$ cat src/rtl/riscv_pkg.sv
// riscv_pkg: shared widths, ALU op codes and forwarding-select encodings
package riscv_pkg;
   localparam int XLEN_DEF = 32;
   localparam int REGW_DEF = 5;
   typedef enum logic [2:0] {
      ALU_ADD = 3'b000,
      ALU_SUB = 3'b001,
      ALU_AND = 3'b010,
      ALU_OR  = 3'b011,
      ALU_SLT = 3'b101
   } alu_ctrl_e;
   typedef enum logic [1:0] {
      FWD_RF  = 2'd0,
      FWD_WB  = 2'd1,
      FWD_MEM = 2'd2
   } fwd_sel_e;
endpackage

$ cat src/rtl/id_ex_stage_fwd_mux.sv
// fwd_mux: picks the youngest in-flight producer of rs, falling back to the register file
module fwd_mux
   import riscv_pkg::*;
#(
   parameter int XLEN = XLEN_DEF,
   parameter int REGW = REGW_DEF
) (
   input  logic [REGW-1:0] rs,
   input  logic [XLEN-1:0] rf_data,
   input  logic [REGW-1:0] mem_rd,
   input  logic            mem_reg_write,
   input  logic [XLEN-1:0] mem_alu_result,
   input  logic [REGW-1:0] wb_rd,
   input  logic            wb_reg_write,
   input  logic [XLEN-1:0] wb_result,
   output logic [XLEN-1:0] data,
   output fwd_sel_e        sel
);
   logic mem_hit, wb_hit;
   assign mem_hit = mem_reg_write && mem_rd != '0 && mem_rd == rs;
   assign wb_hit  = wb_reg_write && wb_rd != '0 && wb_rd == rs;
   always_comb begin
      sel  = mem_hit ? FWD_MEM : wb_hit ? FWD_WB : FWD_RF;
      data = mem_hit ? mem_alu_result : wb_hit ? wb_result : rf_data;
   end
endmodule

$ cat src/rtl/id_ex_stage.sv
// id_ex_stage: ID/EX pipeline register with load-use stall, flush and operand forwarding
module id_ex_stage
   import riscv_pkg::*;
#(
   parameter int XLEN = XLEN_DEF,
   parameter int REGW = REGW_DEF
) (
   input  logic            clk,
   input  logic            reset,
   input  logic            id_valid,
   output logic            id_ready,
   input  logic [XLEN-1:0] id_rd1,
   input  logic [XLEN-1:0] id_rd2,
   input  logic [XLEN-1:0] id_imm,
   input  logic [REGW-1:0] id_rs1,
   input  logic [REGW-1:0] id_rs2,
   input  logic [REGW-1:0] id_rd,
   input  logic [2:0]      id_alu_control,
   input  logic            id_alu_src,
   input  logic            id_reg_write,
   input  logic            id_mem_read,
   input  logic            flush,
   input  logic [REGW-1:0] mem_rd,
   input  logic            mem_reg_write,
   input  logic [XLEN-1:0] mem_alu_result,
   input  logic [REGW-1:0] wb_rd,
   input  logic            wb_reg_write,
   input  logic [XLEN-1:0] wb_result,
   output logic            ex_valid,
   output logic [XLEN-1:0] ex_src_a,
   output logic [XLEN-1:0] ex_src_b,
   output logic [2:0]      ex_alu_control,
   output logic [XLEN-1:0] ex_write_data,
   output logic [REGW-1:0] ex_rd,
   output logic            ex_reg_write,
   output logic            ex_mem_read,
   output logic [1:0]      ex_fwd_sel_a,
   output logic [1:0]      ex_fwd_sel_b
);
   logic [REGW-1:0] ex_rs1, ex_rs2;
   logic [XLEN-1:0] rd1_q, rd2_q, imm_q, fwd_a, fwd_b;
   logic            alu_src_q, reg_write_q, mem_read_q, haz;

   assign ex_reg_write = ex_valid & reg_write_q;
   assign ex_mem_read  = ex_valid & mem_read_q;
   assign haz = id_valid & ex_mem_read & (ex_rd != '0) & ((id_rs1 == ex_rd) | (id_rs2 == ex_rd));
   assign id_ready = ~haz;

   // flush and load-use both leave a bubble; fields other than the enables are kept
   always_ff @(posedge clk or posedge reset) begin
      if (reset) begin
         ex_valid       <= 1'b0;
         ex_rs1         <= '0;
         ex_rs2         <= '0;
         ex_rd          <= '0;
         rd1_q          <= '0;
         rd2_q          <= '0;
         imm_q          <= '0;
         ex_alu_control <= ALU_ADD;
         alu_src_q      <= 1'b0;
         reg_write_q    <= 1'b0;
         mem_read_q     <= 1'b0;
      end else if (flush || haz) begin
         ex_valid    <= 1'b0;
         reg_write_q <= 1'b0;
         mem_read_q  <= 1'b0;
      end else begin
         ex_valid       <= id_valid;
         ex_rs1         <= id_rs1;
         ex_rs2         <= id_rs2;
         ex_rd          <= id_rd;
         rd1_q          <= id_rd1;
         rd2_q          <= id_rd2;
         imm_q          <= id_imm;
         ex_alu_control <= id_alu_control;
         alu_src_q      <= id_alu_src;
         reg_write_q    <= id_reg_write;
         mem_read_q     <= id_mem_read;
      end
   end

   fwd_mux #(.XLEN(XLEN), .REGW(REGW)) u_fwd_a (
      .rs(ex_rs1), .rf_data(rd1_q),
      .mem_rd(mem_rd), .mem_reg_write(mem_reg_write), .mem_alu_result(mem_alu_result),
      .wb_rd(wb_rd), .wb_reg_write(wb_reg_write), .wb_result(wb_result),
      .data(fwd_a), .sel(ex_fwd_sel_a)
   );

   fwd_mux #(.XLEN(XLEN), .REGW(REGW)) u_fwd_b (
      .rs(ex_rs2), .rf_data(rd2_q),
      .mem_rd(mem_rd), .mem_reg_write(mem_reg_write), .mem_alu_result(mem_alu_result),
      .wb_rd(wb_rd), .wb_reg_write(wb_reg_write), .wb_result(wb_result),
      .data(fwd_b), .sel(ex_fwd_sel_b)
   );

   assign ex_src_a      = fwd_a;
   assign ex_src_b      = alu_src_q ? imm_q : fwd_b;
   assign ex_write_data = fwd_b;
endmodule

$ cat config.mk
export PLATFORM = sky130hd
export DESIGN_NAME = id_ex_stage
export DESIGN_NICKNAME = d
export VERILOG_FILES = /design/src/rtl/riscv_pkg.sv /design/src/rtl/id_ex_stage_fwd_mux.sv /design/src/rtl/id_ex_stage.sv
export SDC_FILE = /design/constraint.sdc
export NUM_CORES = 1
export LEC_CHECK = 0
export ABC_AREA = 1
export CORE_UTILIZATION = 44
export DETAILED_ROUTE_END_ITERATION = 12
export PLACE_DENSITY = 0.86
export SYNTH_ARGS = -nofsm -noshare
export SYNTH_HDL_FRONTEND = slang
export SYNTH_SLANG_ARGS = --single-unit
$ cat constraint.sdc
create_clock -name clk -period 4.8 [get_ports clk]
set_input_delay 0.96 -clock clk [delete_from_list [all_inputs] [get_ports clk]]
set_output_delay 0.96 -clock clk [all_outputs]
set_load 0.1 [all_outputs]
==> qor.yml <==
async_reset_ff_share_pct: 100
synth.cell_area_sq_um: 7510
synth_mux_area_share_pct: 0
vias_per_cell: 5.45
routedWlPerCell_microns: 18.3
utilization_pct: 74.2
post-cts-setup-buffers: 0
die_w_microns: 133
io_pins: 309
synthToLayoutAreaGrowth_pct: 64.5
critPathCaptureType: "output pin"
reg2regPathDepth: 9
cts_resized: 0
cts_tree: "done"
fin_crit_ps: 4170
fin_tns_setup_ps: 0
power_w: 0.00452
grt_pass1_vias: 8968
syn_nets: 1326
synth_compound_area_share_pct: 0.200
grt_pass1_wl_mm: 46.7
final_antenna_net_count: 0
setup_viol: 0
reg2reg_from: "ex_rd[1]"
rows: 47
initialDrtViolationCount: 714
synth_seq_cells: 118
leakagePower_nw: 6.26
worstSetupPathType: "in -> out"
dp_hpwl_mm: 20.5
drv_cap: 0
hold_viol_final: 0
avgSynthCellArea_sq_um: 6.65
drive_above_1_share_pct: 11.5
clk_pin_slew_worst_paths_ps: 60
synthMostInstantiatedCell: "nand2_1"
worstPathMaxFanout: 17
setup_slack_ps: 627
die_area_sq_um: 17600
endpoint: "ex_src_b[25]"
critPathLaunch: "wb_rd[1]"
fin_skew_ps: 5.81
antenna_found_initial: 0
power_density_nw_per_um2: 366
yosysTopAreaCell: "dfrtp_1"
drc_errors: 0
start_util_pct: 45.1
hold_slack_ps: 469
core_sq_um: 16600
fmax_ghz: 0.240
start_kind: "input pin"
nets: 1598
cts_max_level: 4
yosys_most_used_dff: "dfrtp_1"
routed_wl_mm: 30.0
hold_path_class: "reg -> reg"
wl_met2_mm: 14.7
fillers: 1250
grt_max_degree: 79
cts-root-buf: "clkbuf_16"
rr_endpoint: "rd1_q[19]"
diodes: 0
slew_headroom_pct: 34.2
hold_buffers: 0
syn-instance-count: 1129
arrival_ps: 3210
yosys.area_share.simple_pct: 48.4
r2r_slack_ps: 2120
grt_usage_pct: 34.6
globalplace.congestion: 0.943
drv_slew: 0
grt_overflow_total: 0
io_buffers: 308
yosysWarnings: 0
synth.distinct_cells: 25
rsz0062_at_grt: "no"
cp_data_required_time_ps: 3840
synth_adder_area_share_pct: 0
drtPass1Iterations: 8
synthTopCellsByCount: "nand2_1, nand3_1, dfrtp_1, inv_1, buf_2"
numCtsBuffers: 17
post_synth_xor_area_fraction_pct: 2.92
cts_buffer_depth: 2
top_layer: "met4"
worstMarginPinSlew_ps: 983
ir_drop_v: 0.000278
met1_length_mm: 11.1
clk_latency_ps: 410
synth-edff-count: 0
vias: 8906
synthTopCellsByArea: "dfrtp_1, nand2_1, nand3_1"
yosysSeqAreaShare_pct: 39.3
final.period_utilization_pct: 86.9
synth_top_family_by_area: "simple AND/OR/NAND/NOR gates"
dr_wl_met3_mm: 2.82
post-place-ws_ps: 667
status: "finished, final reports clean"
cts_sinks: 118
yosys.area.top_type_share_pct: 39.3
chipHeight_microns: 133
-- through the flow --
stage / instances / instance area, sq um
3_5_place_dp: 1602 / 11700
4_1_cts: 1634 / 12400
5_1_grt: 1634 / 12400
3_3_place_gp: 1602 / 11700
6_report: 1634 / 12400
2_1_floorplan: 1129 / 7510
-- flip-flops by register name, summed over array words and instances, names as in the netlist --
signal	flops
imm_q	32
rd1_q	32
rd2_q	32
ex_rd	5
ex_rs1	5
ex_rs2	5
ex_alu_control	3
alu_src_q	1
ex_valid	1
mem_read_q	1
reg_write_q	1
-- how the worst min path moves through the flow --
stage | slack [ps] | cells after the start | to | start
2_1_floorplan | 440 | 2 | imm_q[16] | imm_q[16]
3_3_place_gp | 450 | 2 | rd2_q[13] | rd2_q[13]
3_5_place_dp | 460 | 2 | rd1_q[23] | rd1_q[23]
4_1_cts | 470 | 2 | rd1_q[0] | rd1_q[0]
5_1_grt | 480 | 2 | imm_q[11] | imm_q[11]
6_report | 470 | 2 | imm_q[12] | imm_q[12]
-- power breakdown --
group	leakage (nW)	internal (W)	switching, W
sequential	1.44	0.00108	0.0000614
combinational	4.52	0.000707	0.00130
clock	0.301	0.000892	0.000474
total	6.26	0.00268	0.00183
-- layer usage --
layer | up-vias | track usage, %
li1 | 4091 | -
met1 | 4125 | 40.4
met2 | 583 | 58.4
met3 | 107 | 8.35
met4 | 0 | 19.5
met5 | - | 0
-- placed cells by master, fill, tap and decap left out, types with 14 or more instances in the layout --
cell               n
nand3b_1          33
nand2_1          481
buf_12           103
and2_1            32
buf_4             18
inv_1             83
nor2_1            16
nand3_1          247
clkdlybuf4s50_1  207
xor2_1            14
dfrtp_1          118
clkbuf_16         17
-- critical path, cell delays in order --
cell and delay [ps]:
clkdlybuf4s50_1 580, inv_1 70, nand2_1 80, nand4_1 140
nor2_4 450, buf_12 230, nand3_1 100, nand3_1 130
nand3_1 90, nand2_1 150, buf_12 190
-- area by class of cell --
type                    instances  area [sq um]  share of cell area [%]
repair buffers                328          4270                    34.6
multi-input cells             849          3890                    31.5
flip-flops and latches        118          2950                    23.9
clock buffers                  19           453                    3.67
inverters                      87           332                    2.68
well taps                     220           275                    2.23
clock inverters                13           179                    1.45
-- logic make-up after synthesis --
| logic type | after synthesis |
|---|---|
| AOI/OAI and AO/OA | 3 |
| xor gates and xnor gates | 25 |
| DFF | 118 |
| buffers and inverters | 162 |
| and+or+nand+nor | 821 |
No activity file was read; power rests on OpenSTA's default activity.
